==> src/rtl/cpu16_pkg.sv <==
`default_nettype none
// ============================================================================
//  Package     : cpu16_pkg
//  Description : Shared encodings for the 16-bit multicycle CPU: opcodes,
//                ALU control codes, ALU-B and PC source selects, the 4-bit
//                controller state encoding and the control-word bundle.
//  Revision    : 1.0  initial release
// ============================================================================
package cpu16_pkg;

    // Opcodes (instr[15:12])
    localparam logic [3:0] c_op_add  = 4'b0000;
    localparam logic [3:0] c_op_sub  = 4'b0001;
    localparam logic [3:0] c_op_and  = 4'b0010;
    localparam logic [3:0] c_op_or   = 4'b0011;
    localparam logic [3:0] c_op_addi = 4'b0100;
    localparam logic [3:0] c_op_lw   = 4'b0101;
    localparam logic [3:0] c_op_sw   = 4'b0110;
    localparam logic [3:0] c_op_beq  = 4'b0111;
    localparam logic [3:0] c_op_bc   = 4'b1000;
    localparam logic [3:0] c_op_jal  = 4'b1101;
    localparam logic [3:0] c_op_halt = 4'b1111;

    // ALU operations
    localparam logic [2:0] c_alu_add = 3'b000;
    localparam logic [2:0] c_alu_sub = 3'b001;
    localparam logic [2:0] c_alu_and = 3'b010;
    localparam logic [2:0] c_alu_or  = 3'b011;

    // ALU B-operand select
    localparam logic [1:0] c_srcb_breg   = 2'b00;
    localparam logic [1:0] c_srcb_two    = 2'b01;
    localparam logic [1:0] c_srcb_imm    = 2'b10;
    localparam logic [1:0] c_srcb_imm_sh = 2'b11;

    // PC source select
    localparam logic [1:0] c_pcsrc_alu    = 2'b00;
    localparam logic [1:0] c_pcsrc_aluout = 2'b01;
    localparam logic [1:0] c_pcsrc_jump   = 2'b10;

    // Controller state encoding (visible on the debug port)
    localparam logic [3:0] c_st_fetch  = 4'd0;
    localparam logic [3:0] c_st_decode = 4'd1;
    localparam logic [3:0] c_st_memadr = 4'd2;
    localparam logic [3:0] c_st_memrd  = 4'd3;
    localparam logic [3:0] c_st_memwb  = 4'd4;
    localparam logic [3:0] c_st_memwr  = 4'd5;
    localparam logic [3:0] c_st_exec_r = 4'd6;
    localparam logic [3:0] c_st_aluwb  = 4'd7;
    localparam logic [3:0] c_st_exec_i = 4'd8;
    localparam logic [3:0] c_st_branch = 4'd9;
    localparam logic [3:0] c_st_jump   = 4'd10;
    localparam logic [3:0] c_st_halt   = 4'd11;

    // One bundle of every datapath control, so the output decoder can
    // start from an all-zero default and only set what a state needs.
    typedef struct packed {
        logic       pcen;
        logic       irwrite;
        logic       regwrite;
        logic       alusrca;
        logic       iord;
        logic       memtoreg;
        logic       regdst;
        logic [1:0] alusrcb;
        logic [1:0] pcsrc;
        logic [2:0] alucontrol;
        logic       memrd;
        logic       memwr;
    } ctrl_t;

    localparam ctrl_t c_ctrl_idle = '0;

endpackage : cpu16_pkg
`default_nettype wire

==> src/rtl/alu_op_decoder.sv <==
`default_nettype none
// ============================================================================
//  Module      : alu_op_decoder
//  Description : Combinational opcode classifier. Produces the R-type ALU
//                function and instruction-class flags used by the controller.
//  Ports       : i_op          opcode
//                o_alucontrol  ALU function for R-type (ADD otherwise)
//                o_is_*        instruction class flags
//                o_is_legal    opcode is defined
//  Revision    : 1.0  initial release
// ============================================================================
module alu_op_decoder
    import cpu16_pkg::*;
(
    input  logic [3:0] i_op,
    output logic [2:0] o_alucontrol,
    output logic       o_is_rtype,
    output logic       o_is_addi,
    output logic       o_is_mem,
    output logic       o_is_lw,
    output logic       o_is_branch,
    output logic       o_is_jal,
    output logic       o_is_halt,
    output logic       o_is_legal
);

    always_comb begin
        o_is_rtype  = (i_op == c_op_add) || (i_op == c_op_sub) ||
                      (i_op == c_op_and) || (i_op == c_op_or);
        o_is_addi   = (i_op == c_op_addi);
        o_is_lw     = (i_op == c_op_lw);
        o_is_mem    = (i_op == c_op_lw) || (i_op == c_op_sw);
        o_is_branch = (i_op == c_op_beq) || (i_op == c_op_bc);
        o_is_jal    = (i_op == c_op_jal);
        o_is_halt   = (i_op == c_op_halt);
        o_is_legal  = o_is_rtype || o_is_addi || o_is_mem || o_is_branch ||
                      o_is_jal || o_is_halt;
        // R-type opcodes carry the ALU function in their low bits
        o_alucontrol = o_is_rtype ? i_op[2:0] : c_alu_add;
    end

endmodule : alu_op_decoder
`default_nettype wire

==> src/rtl/multicycle_controller.sv <==
`default_nettype none
// ============================================================================
//  Module      : multicycle_controller
//  Description : Control FSM for the 16-bit multicycle CPU. Drives datapath
//                enables/selects and memory strobes, counts retired
//                instructions, flags illegal opcodes and memory timeouts.
//  Ports       : clk, reset (sync, active-high)
//                op, zero, carry, mem_ready           inputs
//                pcen..regdst, alusrcb, pcsrc,
//                alucontrol, memrd, memwr             datapath controls
//                state, retired, illegal, mem_timeout status
//  Revision    : 1.0  initial release
// ============================================================================
module multicycle_controller
    import cpu16_pkg::*;
#(
    parameter int CNT_W   = 16,
    parameter int TIMEOUT = 255
)(
    input  logic             clk,
    input  logic             reset,
    input  logic [3:0]       op,
    input  logic             zero,
    input  logic             carry,
    input  logic             mem_ready,
    output logic             pcen,
    output logic             irwrite,
    output logic             regwrite,
    output logic             alusrca,
    output logic             iord,
    output logic             memtoreg,
    output logic             regdst,
    output logic [1:0]       alusrcb,
    output logic [1:0]       pcsrc,
    output logic [2:0]       alucontrol,
    output logic             memrd,
    output logic             memwr,
    output logic [3:0]       state,
    output logic [CNT_W-1:0] retired,
    output logic             illegal,
    output logic             mem_timeout
);

    localparam int WAIT_W = (TIMEOUT < 2) ? 1 : $clog2(TIMEOUT + 1);
    localparam logic [WAIT_W:0] c_timeout_lim = TIMEOUT[WAIT_W:0];

    logic [3:0]        r_state;
    logic [3:0]        w_next;
    logic [CNT_W-1:0]  r_retired;
    logic              r_mem_timeout;
    logic [WAIT_W-1:0] r_wait;
    logic [WAIT_W:0]   w_wait_inc;
    logic              w_strobe;
    logic              w_waiting;
    logic              w_timeout;
    logic              w_retire;
    logic              w_illegal;
    ctrl_t             w_ctrl;

    logic [2:0] w_rtype_alu;
    logic       w_is_rtype, w_is_addi, w_is_mem, w_is_lw;
    logic       w_is_branch, w_is_jal, w_is_halt, w_is_legal;

    alu_op_decoder u_dec (
        .i_op         (op),
        .o_alucontrol (w_rtype_alu),
        .o_is_rtype   (w_is_rtype),
        .o_is_addi    (w_is_addi),
        .o_is_mem     (w_is_mem),
        .o_is_lw      (w_is_lw),
        .o_is_branch  (w_is_branch),
        .o_is_jal     (w_is_jal),
        .o_is_halt    (w_is_halt),
        .o_is_legal   (w_is_legal)
    );

    // Memory wait tracking: only the strobe states can wait on mem_ready
    assign w_strobe   = (r_state == c_st_fetch) || (r_state == c_st_memrd) ||
                        (r_state == c_st_memwr);
    assign w_waiting  = w_strobe && !mem_ready;
    assign w_wait_inc = {1'b0, r_wait} + {{WAIT_W{1'b0}}, 1'b1};
    assign w_timeout  = (TIMEOUT != 0) && w_waiting && (w_wait_inc == c_timeout_lim);

    // ---------------- state register and counters ----------------
    always_ff @(posedge clk) begin
        if (reset) begin
            r_state       <= c_st_fetch;
            r_retired     <= '0;
            r_mem_timeout <= 1'b0;
            r_wait        <= '0;
        end else begin
            r_state <= w_next;
            if (w_retire)
                r_retired <= r_retired + {{(CNT_W-1){1'b0}}, 1'b1};
            if (w_timeout)
                r_mem_timeout <= 1'b1;
            if (w_waiting && !w_timeout && (TIMEOUT != 0))
                r_wait <= w_wait_inc[WAIT_W-1:0];
            else
                r_wait <= '0;
        end
    end

    // ---------------- next-state logic ----------------
    always_comb begin
        w_next    = r_state;
        w_retire  = 1'b0;
        w_illegal = 1'b0;
        case (r_state)
            c_st_fetch:  if (mem_ready) w_next = c_st_decode;
            c_st_decode: begin
                if      (w_is_rtype)  w_next = c_st_exec_r;
                else if (w_is_addi)   w_next = c_st_exec_i;
                else if (w_is_mem)    w_next = c_st_memadr;
                else if (w_is_branch) w_next = c_st_branch;
                else if (w_is_jal)    w_next = c_st_jump;
                else if (w_is_halt)   w_next = c_st_halt;
                else begin
                    w_next    = c_st_fetch;
                    w_illegal = 1'b1;
                end
            end
            c_st_exec_r: w_next = c_st_aluwb;
            c_st_exec_i: w_next = c_st_aluwb;
            c_st_aluwb:  begin w_next = c_st_fetch; w_retire = 1'b1; end
            c_st_memadr: w_next = w_is_lw ? c_st_memrd : c_st_memwr;
            c_st_memrd:  if (mem_ready) w_next = c_st_memwb;
            c_st_memwb:  begin w_next = c_st_fetch; w_retire = 1'b1; end
            c_st_memwr:  if (mem_ready) begin w_next = c_st_fetch; w_retire = 1'b1; end
            c_st_branch: begin w_next = c_st_fetch; w_retire = 1'b1; end
            c_st_jump:   begin w_next = c_st_fetch; w_retire = 1'b1; end
            c_st_halt:   w_next = c_st_halt;
            default:     w_next = c_st_fetch;
        endcase
        // A memory overrun abandons whatever the strobe state wanted
        if (w_timeout)
            w_next = c_st_halt;
    end

    // ---------------- output decode ----------------
    always_comb begin
        w_ctrl = c_ctrl_idle;
        case (r_state)
            c_st_fetch: begin
                w_ctrl.memrd   = 1'b1;
                w_ctrl.alusrcb = c_srcb_two;
                w_ctrl.irwrite = mem_ready;
                w_ctrl.pcen    = mem_ready;
            end
            c_st_decode: w_ctrl.alusrcb = c_srcb_imm_sh;
            c_st_exec_r: begin
                w_ctrl.alusrca    = 1'b1;
                w_ctrl.alusrcb    = c_srcb_breg;
                w_ctrl.alucontrol = w_rtype_alu;
            end
            c_st_exec_i, c_st_memadr: begin
                w_ctrl.alusrca = 1'b1;
                w_ctrl.alusrcb = c_srcb_imm;
            end
            c_st_aluwb: begin
                w_ctrl.regwrite = 1'b1;
                w_ctrl.regdst   = w_is_rtype;
            end
            c_st_memrd: begin
                w_ctrl.iord  = 1'b1;
                w_ctrl.memrd = 1'b1;
            end
            c_st_memwb: begin
                w_ctrl.regwrite = 1'b1;
                w_ctrl.memtoreg = 1'b1;
            end
            c_st_memwr: begin
                w_ctrl.iord  = 1'b1;
                w_ctrl.memwr = 1'b1;
            end
            c_st_branch: begin
                w_ctrl.alusrca    = 1'b1;
                w_ctrl.alusrcb    = c_srcb_breg;
                w_ctrl.alucontrol = c_alu_sub;
                w_ctrl.pcsrc      = c_pcsrc_aluout;
                // Mealy exception: the taken decision uses this cycle's flags
                w_ctrl.pcen       = ((op == c_op_beq) && zero) ||
                                    ((op == c_op_bc)  && carry);
            end
            c_st_jump: begin
                w_ctrl.pcsrc = c_pcsrc_jump;
                w_ctrl.pcen  = 1'b1;
            end
            default: w_ctrl = c_ctrl_idle;
        endcase
    end

    // Reset forces every output low, including the FETCH-state strobes
    assign pcen        = w_ctrl.pcen     & ~reset;
    assign irwrite     = w_ctrl.irwrite  & ~reset;
    assign regwrite    = w_ctrl.regwrite & ~reset;
    assign alusrca     = w_ctrl.alusrca  & ~reset;
    assign iord        = w_ctrl.iord     & ~reset;
    assign memtoreg    = w_ctrl.memtoreg & ~reset;
    assign regdst      = w_ctrl.regdst   & ~reset;
    assign alusrcb     = reset ? 2'b00 : w_ctrl.alusrcb;
    assign pcsrc       = reset ? 2'b00 : w_ctrl.pcsrc;
    assign alucontrol  = reset ? 3'b000 : w_ctrl.alucontrol;
    assign memrd       = w_ctrl.memrd    & ~reset;
    assign memwr       = w_ctrl.memwr    & ~reset;
    assign state       = reset ? c_st_fetch : r_state;
    assign retired     = reset ? '0 : r_retired;
    assign illegal     = w_illegal & ~reset;
    assign mem_timeout = r_mem_timeout & ~reset;

endmodule : multicycle_controller
`default_nettype wire

==> config.mk <==
export PLATFORM = sky130hd
export DESIGN_NAME = multicycle_controller
export DESIGN_NICKNAME = d
export VERILOG_FILES = /design/src/rtl/cpu16_pkg.sv /design/src/rtl/alu_op_decoder.sv /design/src/rtl/multicycle_controller.sv
export SDC_FILE = /design/constraint.sdc
export NUM_CORES = 1
export LEC_CHECK = 0
export BUFFER_PORTS_ARGS = -buffer_cell sky130_fd_sc_hd__buf_4
export CAP_MARGIN = 15
export CORE_ASPECT_RATIO = 0.6
export CORE_UTILIZATION = 31
export CTS_CLUSTER_SIZE = 12
export DETAILED_ROUTE_END_ITERATION = 10
export PLACE_DENSITY = 0.52
export SLEW_MARGIN = 20
export SYNTH_ARGS = -nofsm -noshare
export SYNTH_HDL_FRONTEND = slang
export SYNTH_SLANG_ARGS = --single-unit
==> constraint.sdc <==
create_clock -name clk -period 1.8 [get_ports clk]
set_input_delay 0.27 -clock clk [delete_from_list [all_inputs] [get_ports clk]]
set_output_delay 0.27 -clock clk [all_outputs]
set_load 0.05 [all_outputs]
## Word level (Yosys, flattened, before mapping)

Index checks and enable logic that the tools add are counted.

- Word-level logic and storage cells: 115
- Input port bits: 9
- Output and inout port bits: 38
- Flip-flop bits (word level): 29

- Equal/unequal tests: 28
- Multiplexer cells: 39
- Bitwise logic cells: 13
- Reduce and logical (&&, ||, !) cells: 28
- Add/sub/neg operators: 2

Operator list:

| kind | number |
|---|---|
| $mux W4 | 11 |
| $eq A4 B3 Y1 const B | 8 |
| $eq A4 B4 Y1 const B | 7 |
| $pmux W4 S7 | 1 |
| $add A16 B1 Y16 const B | 1 |
| $eq A4 B2 Y1 const B | 4 |
| $mux W1 | 16 |
| $mux W16 | 1 |
| $reduce_or A2 Y1 | 7 |
| $and A1 B1 Y1 | 11 |
| $add A8 B1 Y9 const B | 1 |
| $eq A9 B8 Y1 const B | 1 |
| $mux W3 | 3 |
| $ne A3 B3 Y1 const B | 3 |
| $eq A4 B1 Y1 const B | 2 |
| $logic_not A4 Y1 | 2 |
| $logic_or A1 B1 Y1 | 8 |
| $reduce_or A4 Y1 | 2 |
| $ne A2 B2 Y1 const B | 3 |
| $pmux W2 S3 | 1 |
| $pmux W3 S2 | 1 |
| $reduce_and A3 Y1 | 2 |
| $logic_and A1 B1 Y1 | 5 |
| $mux W2 | 2 |
| other kinds (5) | 7 |

## Logic depth before layout (Yosys ltp)

- Word-level depth: 9
- Mapped depth: 8
- Mapped depth without buffers: 6

## By module

From an unflattened synthesis, not the netlist that was laid out.

- Cells, all modules: 257
- Area, all modules: 2011.9 um^2

Modules (own cells, without submodules):

| module | cells each | area each (um^2) | instances | seq. area each (um^2) |
|---|---|---|---|---|
| multicycle_controller | 236 | 1894.3 | 1 | 580.6 |
| alu_op_decoder | 21 | 117.6 | 1 | 0.0 |

## Worst setup path after synthesis

No wires, ideal clock.

- Kind: register -> output
- Start point: reg r_state[3]
- End point: out illegal
- Data required time: 1.530 ns
- Stages on the path, launching flop included: 5
- Setup slack: -1.081 ns
- Path buffers: 2
- Arrival time: 2.611 ns
- Path through: dfxtp_1 -> buf_2 -> buf_2 -> or3_1 -> nor4_1

- Word-level cells in the longest chain between the ends: 3

RTL lines:

| element | line | RTL |
|---|---|---|
| start: declaration | multicycle_controller.sv:47 | `logic [3:0] r_state;` |
| start signal: assignment | multicycle_controller.sv:87 | `r_state <= c_st_fetch;` |
| start signal: assignment | multicycle_controller.sv:92 | `r_state <= w_next;` |
| $eq A4 B1 Y1 | multicycle_controller.sv:109 | `case (r_state)` |
| $mux W1 | multicycle_controller.sv:109 |  |
| $and A1 B1 Y1 | multicycle_controller.sv:208 | `assign illegal = w_illegal & ~reset;` |
| end: declaration | multicycle_controller.sv:40 | `output logic illegal,` |

No other way between the ends.

## Final worst setup path

- Start point: reg r_state[2]
- End point: out illegal

The elaborated chain is that of the path after synthesis.

==> results.ini <==
[outcome]
status=complete, but fails checks
violations=negative setup slack

[power]
p_per_area_mw_per_mm2=764
p_leak_nw=1.25
peakVddDrop_v=0.000357

[timing]
min_period_over_period_pct=103
setup_viol=6
fin_skew_ns=0.00649
worst_slack_ns=-0.0618
fin_setup_tns_ns=-0.251
whs_ns=0.427
finalCriticalPeriod_ns=1.86
rsz0062_at_grt=true
hold_violations=0
timing.fmax_ghz=0.537
drv_slew=0

[setup_path]
startpoint_type=flip-flop
path_class=flip-flop to primary output
crit_arrival_ns=1.59
crit_path_max_fanout=8
cp-end-kind=primary output
crit_required_ns=1.53

[global_route]
grt_remaining_overflow=0
grt_max_degree=24
grt_pass1_vias=1814
antenna_found_initial=0
track_usage_pct=16.8
grt_pass1_wl_mm=9.07

[synth]
yosysSeqAreaShare_pct=28.3
ys_seq_elements=29
postSynthCellCount=260
synth_top_cell_area_share_pct=28.3
yosysTopAreaCell=dfxtp_1
async_flop_share_pct=0
yosysMostFrequentCell=nor2_1
syn_avg_cell_area_um2=7.89
synth_cell_types=62
syn-num-nets=272
synthesis.area_mm2=0.00205
synth_edf_count=0
ys.warnings.count=0
ys_top_cells_by_count=nor2_1, dfxtp_1, nor2b_1
synthFlopType=dfxtp_1
synth.area.top_cells=dfxtp_1, nor2_1, nor2b_1

[final_layout]
n_fill_cell=571
drive_above_1_share_pct=45.2
area.sequential_um2=594
layout.nets=343
diodes=0
area_delta_synth_final_pct=55.2
multiInputGateArea_mm2=0.00163

[drt]
dr.pass1.iters=4
wirelength_mm=5.79
wl_per_cell_um=13.9
drc=0
vias=2079
viasPerCell=5.00
drt_iter0_markers=128
ant_nets=0

[cts]
clockBufferDepth=2
clock_latency_ns=0.28
cts_tree=built
path_clk_slew_ns=0.07
clock_sinks=29
root_buffer=clkbuf_8
h-tree-depth=2
numCtsBuffers=5

[flow_run]
cap_violations=0

[placed_design]
detailed_place_hpwl_mm=4.30
numPortBuffers=45
gp_congestion=0.833

[floorplanning]
ios=47
die_h_um=65.0
die_x_um=107
dieArea_mm2=0.00696
floorplan.rows=22
core-area_mm2=0.00625
initial_core_util_pct=32.8

[worst_hold_path]
hold_path.class=input pin to flip-flop

==> worst paths after layout <==
| check | slack, ns | from | depth (start not counted) | end |
|---|---|---|---|---|
| worst max-delay path | -0.06 | r_state[2] | 4 | illegal |
| worst min-delay path | 0.43 | mem_ready | 4 | r_state[0] |
| worst max register to register | 0.02 | r_state[2] | 6 | r_retired[11] |
| worst min register to register | 0.46 | r_wait[0] | 1 | r_wait[0] |
==> worst max-delay path, stage by stage (launching register included) <==
cell     delay [ns]
dfxtp_2        0.33
buf_4          0.18
or3_4          0.44
nor4_4         0.16
buf_6          0.19
==> where the power goes <==
part           switching [mW]  total [mW]  internal, mW
clock                   0.256       0.707         0.451
combinational           0.600        1.02         0.416
sequential             0.0351       0.708         0.673
total                   0.891        2.43          1.54
==> area by class of cell <==
type                            count  area share, %
Clock buffer                        7           2.71
Sequential cell                    29           18.7
Clock inverter                      1          0.943
Inverter                            6          0.786
Tap cell                           84           3.30
Multi-Input combinational cell    207           51.2
Timing Repair Buffer               82           22.4
==> layout by cell type (no fill, tap or decap), drive strengths merged, types with 3 or more instances in the layout <==
master and n:
nor2 40, nand3 11, clkbuf 7, nand2b 7, xor2 6, o21ai 10, nor4 4, nor2b 23
inv 6, nor3 16, or4 5, dfxtp 29, ha 3, and3 4, a21oi 5, a32oi 3
buf 82, xnor2 10, mux2 5, nand2 16, a211oi 7
==> sequential cells by signal, summed over array words and instances (netlist names) <==
| signal | cells |
|---|---|
| r_mem_timeout | 1 |
| r_retired | 16 |
| r_state | 4 |
| r_wait | 8 |
==> routing by layer <==
metal | GRT usage, % | vias to the layer above | share of wire [%]
met3 | 3.92 | 4 | 4.9
met2 | 20.7 | 50 | 41
li1 | - | 1057 | -
met1 | 28.1 | 968 | 53
met4 | 2.57 | 0 | 0.47
met5 | 0 | - | 0
==> through the flow <==
| stage | setup WS (ns) | util [%] | instance area (um^2) | std cells | total power [mW] |
|---|---|---|---|---|---|
| finish | -0.0618 | 51.0 | 3180 | 416 | 2.43 |
| global route | -0.135 | 51.0 | 3180 | 416 | 2.57 |
| CTS | -0.126 | 48.2 | 3010 | 413 | 2.37 |
| detailed placement | 0.00190 | 43.9 | 2750 | 399 | 1.59 |
| global placement | 0.00162 | 43.9 | 2750 | 399 | 1.59 |
| floorplan | -0.307 | - | 2180 | 260 | 1.33 |
==> cell families (layout without fill, tap and decap cells) <==
group	count (synthesis)	count (layout)	share of synthesized area (%)
muxes	6	6	3.41
DFF	29	29	28.3
other	1	1	0.183
AOI/OAI and AO/OA	41	41	16.3
and+or+nand+nor	140	140	37.2
adders and majority gates	3	3	1.83
xor gates and xnor gates	16	16	6.83
buffers and inverters	24	96	5.98
==> repair_timing <==
action,4_1_cts,5_1_grt
endpoints found under the setup margin,20,24
hold buffers,0,0
gates cloned,0,0
setup buffers,6,3
pin swaps,9,16
gates resized for setup,33,33
Power figures use the tool's default switching activity.
